===== src/rtl/fc_in_buffer.sv =====
// Ping-pong activation buffer: collects IN serial WIDTH-bit words per frame and holds the frame stable for the FC layer.
// Optional framing check (s_last, err, zero-fill of short frames) enabled by defining FC_IN_LAST_CHECK_EN.
module fc_in_buffer #(
  parameter int WIDTH = 8,
  parameter int IN    = 128
) (
  input  logic             clk,
  input  logic             rst,
  input  logic             s_valid,
  output logic             s_ready,
  input  logic [WIDTH-1:0] s_data,
`ifdef FC_IN_LAST_CHECK_EN
  input  logic             s_last,
  output logic             err,
`endif
  output logic             m_valid,
  input  logic             m_ready,
  output logic [WIDTH-1:0] x [0:IN-1]
);

  localparam int CW = (IN > 1) ? $clog2(IN) : 1;
  localparam logic [CW-1:0] LAST_IDX = CW'(IN - 1);

  logic             wr_bank;
  logic             rd_bank;
  logic [CW-1:0]    wr_cnt;
  logic [1:0]       full;
  logic [1:0]       full_nxt;

  logic [WIDTH-1:0] bank0 [0:IN-1];
  logic [WIDTH-1:0] bank1 [0:IN-1];

  logic             accept;
  logic             rel;
  logic             we;
  logic             close;
  logic [WIDTH-1:0] wdata;

`ifdef FC_IN_LAST_CHECK_EN
  localparam logic [0:0] ST_LOAD = 1'b0;
  localparam logic [0:0] ST_FILL = 1'b1;

  logic [0:0] state;
  logic       filling;

  assign filling = (state == ST_FILL);
  assign s_ready = ~full[wr_bank] & ~filling & ~rst;
  assign accept  = s_valid & s_ready;
  // Zero-fill reuses the normal write path, one entry per cycle, so the close logic is shared.
  assign we      = accept | filling;
  assign wdata   = filling ? '0 : s_data;
  assign close   = we && (wr_cnt == LAST_IDX);

  always_ff @(posedge clk) begin
    if (rst) begin
      state <= ST_LOAD;
      err   <= 1'b0;
    end else begin
      if (filling && close) begin
        state <= ST_LOAD;
      end else if (accept && s_last && (wr_cnt != LAST_IDX)) begin
        state <= ST_FILL;
        err   <= 1'b1;
      end
      if (accept && !s_last && (wr_cnt == LAST_IDX)) begin
        err <= 1'b1;
      end
    end
  end
`else
  assign s_ready = ~full[wr_bank] & ~rst;
  assign accept  = s_valid & s_ready;
  assign we      = accept;
  assign wdata   = s_data;
  assign close   = accept && (wr_cnt == LAST_IDX);
`endif

  assign m_valid = full[rd_bank];
  assign rel     = m_valid & m_ready;

  // Close and release always target different banks, so both updates apply together.
  always_comb begin
    full_nxt = full;
    if (rel) begin
      full_nxt[rd_bank] = 1'b0;
    end
    if (close) begin
      full_nxt[wr_bank] = 1'b1;
    end
  end

  always_ff @(posedge clk) begin
    if (rst) begin
      wr_bank <= 1'b0;
      rd_bank <= 1'b0;
      wr_cnt  <= '0;
      full    <= '0;
    end else begin
      full <= full_nxt;
      if (we) begin
        wr_cnt <= close ? '0 : wr_cnt + 1'b1;
      end
      if (close) begin
        wr_bank <= ~wr_bank;
      end
      if (rel) begin
        rd_bank <= ~rd_bank;
      end
    end
  end

  always_ff @(posedge clk) begin
    if (we) begin
      if (wr_bank) begin
        bank1[wr_cnt] <= wdata;
      end else begin
        bank0[wr_cnt] <= wdata;
      end
    end
  end

  always_comb begin
    for (int unsigned k = 0; k < IN; k++) begin
      x[k] = rd_bank ? bank1[k] : bank0[k];
    end
  end

endmodule


===== config.mk =====
export PLATFORM = sky130hd
export DESIGN_NAME = fc_in_buffer
export DESIGN_NICKNAME = d
export VERILOG_FILES = /design/src/rtl/fc_in_buffer.sv
export SDC_FILE = /design/constraint.sdc
export NUM_CORES = 2
export LEC_CHECK = 0
export ABC_CLOCK_PERIOD_IN_PS = 2800
export BUFFER_PORTS_ARGS = -buffer_cell sky130_fd_sc_hd__buf_2
export CAP_MARGIN = 5
export CORE_ASPECT_RATIO = 1.5
export CORE_MARGIN = 10
export CORE_UTILIZATION = 35
export CTS_CLUSTER_DIAMETER = 60
export CTS_CLUSTER_SIZE = 14
export DETAILED_ROUTE_END_ITERATION = 10
export PLACE_DENSITY_LB_ADDON = 0.12
export SYNTH_ARGS = -nofsm -noshare
export SYNTH_HDL_FRONTEND = slang
export SYNTH_SLANG_ARGS = --single-unit

===== constraint.sdc =====
create_clock -name clk -period 2.8 [get_ports clk]
set_input_delay 0.14 -clock clk [delete_from_list [all_inputs] [get_ports clk]]
set_output_delay 0.14 -clock clk [all_outputs]
set_load 0.1 [all_outputs]

==> results_dict.tcl <==
set metrics [dict create \
    synth_seq_cells 2059 \
    p_clk_share_pct 39.1 \
    ant_nets 0 \
    setup_ws_ns -0.0214 \
    max_slew_margin_pct 46.0 \
    power_frac_seq_pct 59.2 \
    vias 39200 \
    path_clk_slew_ns 0.06 \
    min_period_ns 2.82 \
    synth.top_cells.by_area "edfxtp_1, mux2_2, nor2_1" \
    synthDistinctLibCells 36 \
    crit_arrival_ns 2.68 \
    yosysWarningCount 0 \
    syn-instance-count 3646 \
    path_buf_inv 3 \
    vias_per_cell 4.90 \
    coreArea_um2 214000 \
    outcome "finished, violations left" \
    fin_nets 5141 \
    leakage_nw 31.5 \
    start_kind "register" \
    synth_simple_gate_area_share_pct 2.05 \
    setup_viol 3 \
    worstSetupPathDepth 4 \
    grt_pass1_vias 41000 \
    drt-total-wl_mm 247 \
    hold_path_class "in -> reg" \
    switchingPower_mw 11.4 \
    placementRows 208 \
    syn_area_per_cell_um2 20.7 \
    grt_pass1_wl_mm 336 \
    violations "setup timing" \
    final_cell_count_no_fill 7988 \
    grt_max_degree 75 \
    cp_cell_sequence "buf_16 > bufbuf_16 > mux2_2 > buf_2" \
    crit_required_ns 2.66 \
    synth_top_area_share_pct 81.4 \
    grt_usage_pct 20.2 \
    synth_xor_area_share_pct 0.0348 \
    max_freq_mhz 354 \
    setup-tns-final_ns -0.0319 \
    syn_area_um2 75600 \
    synthFlopType "edfxtp_1" \
    crit_family "buffers and inverters" \
    top_usage_layer "met2" \
    rsz0062_at_grt "true" \
    port_buffers 1037 \
    htreeDepth 4 \
    ys_top_cells_by_count "edfxtp_1, mux2_2, nor2_1" \
    synth_top_area_cell "edfxtp_1" \
    max-cap-violations 0 \
    start_util_pct 35.2 \
    critPathKind "reg -> out" \
    placedCellCount 7762 \
    synth-async-reset-ratio_pct 0 \
    swShare_pct 20.0 \
    die_h_um 589 \
    slowest_delay_ns 0.43 \
    r2r_start "wr_cnt[6]$_SDFFE_PP0N_" \
    clock_path_buffers 4 \
    wl_per_cell_um 30.9 \
    synth-edff-count 2048 \
    syn_nets 3659 \
    slew_violations 0 \
    synth.most_common_cell "edfxtp_1" \
    grt_overflow 0 \
    reg2regPathDepth 4 \
    fin_skew_ns 0.0433 \
    worstMarginPinSlew_ns 0.810 \
    drc_errors 0 \
    dieWidth_um 399 \
    fin_crit_sh_pct 101 \
    crit_slowest_cell "bufbuf_16" \
    stdcell_area_um2 93000 \
    drt_pass1_iterations 5 \
    synthToLayoutAreaGrowth_pct 23.0 \
    antenna_found_initial 7 \
    grt_util_met2_pct 33.4 \
    insertion_delay_ns 0.83 \
    p_int_mw 45.8 \
    drive_gt1_share_pct 52.2 \
    cp_max_fo 30 \
    hold_viol 0 \
    cts_sinks 2059 \
    place_area_um2 87500 \
    ys_seq_area_share_pct 81.7 \
    drt_iter0_drc 2249 \
    p_per_area_nw_per_um2 615 \
    tritoncts "built" \
    whs_ns 0.338 \
    cp-startpoint "rd_bank$_SDFFE_PP0N_" \
    ios 1038 \
    synth-adder-area-share_pct 0.0166 \
    numCtsBuffers 179 \
    hold_start "s_data[6]" \
    detailed_place_hpwl_mm 172 \
    synth_top_family_by_area "multiplexers" \
    hold_path_depth 2 \
    cts_root_buf "clkbuf_16" \
    synthMuxAreaShare_pct 15.3 \
    dieArea_um2 235000 \
    use_met3_pct 8.18 \
    gp_routability_congestion 0.761 \
    combPwrFrac_pct 1.7 \
    peakVddDrop_v 0.000505 \
    use_met1_pct 24.5 \
    endpoint_kind "output port" \
    synth_compound_area_share_pct 0.109 \
]
## timing repair
action / CTS / global route
resized for setup: 83 / 38
hold buffers: 13 / 0
hold endpoints to repair: 487 / 0
setup endpoints to repair: 437 / 423
gates cloned: 6 / 1
setup buffers: 0 / 0
## worst paths after layout
| path | endpoint | slack, ns |
|---|---|---|
| setup / recovery | x[496] | -0.02 |
| hold / removal | bank0[72][6]$_DFFE_PP_ | 0.34 |
| setup reg to reg | bank1[84][4]$_DFFE_PP_ | 0.20 |
| hold reg to reg | full[0]$_SDFF_PP0_ | 0.59 |
## routing by layer
metal  share of wire (%)  wire, um  vias to the layer above
met5               0.011        27                        -
met4                 2.6      6510                        4
met3                  10     25000                      288
met2                  48    119000                     1346
met1                  39     97000                    20500
li1                    -         -                    17000
## kinds of logic (layout without fill, tap and decap cells)
| logic type | after synthesis | after routing |
|---|---|---|
| fa+ha+maj | 1 | 1 |
| xor+xnor | 3 | 3 |
| compound gates | 13 | 13 |
| simple gates | 384 | 384 |
| flops | 2059 | 2059 |
| other cells | 0 | 1 |
| mux | 1027 | 1027 |
| buf+inv | 159 | 1665 |
## cells in the final DEF, fill, tap and decap left out, types with 2 or more instances in the layout
master / netlist / layout
a21oi_1: 6 / 6
and3_1: 3 / 3
buf_12: 0 / 44
buf_16: 0 / 12
buf_2: 26 / 923
buf_4: 0 / 417
buf_6: 0 / 2
buf_8: 0 / 9
bufbuf_16: 0 / 3
bufinv_16: 0 / 3
clkbuf_1: 117 / 4
clkbuf_16: 0 / 181
clkbuf_4: 0 / 33
clkinv_8: 0 / 2
dfxtp_1: 11 / 10
dlygate4sd3_1: 0 / 13
edfxtp_1: 2048 / 2048
inv_1: 3 / 3
inv_6: 0 / 8
inv_8: 0 / 4
mux2_2: 1025 / 1025
nand2_1: 73 / 67
nand2_2: 0 / 2
nand2_4: 0 / 4
nand2b_1: 4 / 4
nand3_1: 6 / 6
nand4_1: 4 / 4
nor2_1: 267 / 266
nor2b_1: 7 / 4
nor2b_2: 0 / 3
nor3_1: 6 / 3
nor3_2: 0 / 3
nor4_1: 4 / 2
nor4_2: 0 / 2
o21ai_0: 2 / 2
or3_1: 3 / 3
xnor2_1: 3 / 3
## through the flow
| stage | utilization, % | worst slack [ns] | total power [mW] |
|---|---|---|---|
| finish | 43.4 | -0.0214 | 57.2 |
| global route | 43.4 | -0.0912 | 59.0 |
| detailed placement | 40.8 | 0.178 | 35.6 |
| global placement | 40.8 | 0.181 | 35.5 |
| floorplan | - | 0.434 | 34.7 |
| CTS | 43.3 | -0.0924 | 58.0 |
## sequential cells by signal, indices dropped and copies added (netlist names)
name / flops
wr_bank: 1
bank1: 1024
rd_bank: 1
bank0: 1024
full: 2
wr_cnt: 7
## area by class of cell
class	count	area [um2]
antenna	1	2.50
multi-input combinational	1428	13300
clock inverter	21	263
clock buffer	184	4520
fill	19100	121000
sequential	2059	61700
timing repair buffer	1457	9620
tap	2835	3550
inverter	3	11.3
## power groups by stage
stage	Combinational, mW	Sequential [mW]	Clock [mW]
global route	1.06	33.8	24.1
CTS	1.04	33.9	23.1
finish	0.991	33.9	22.4
global placement	1.01	34.5	0
detailed placement	1.03	34.5	0
floorplan	0.106	34.6	0
(Power assumes the default switching activity.)
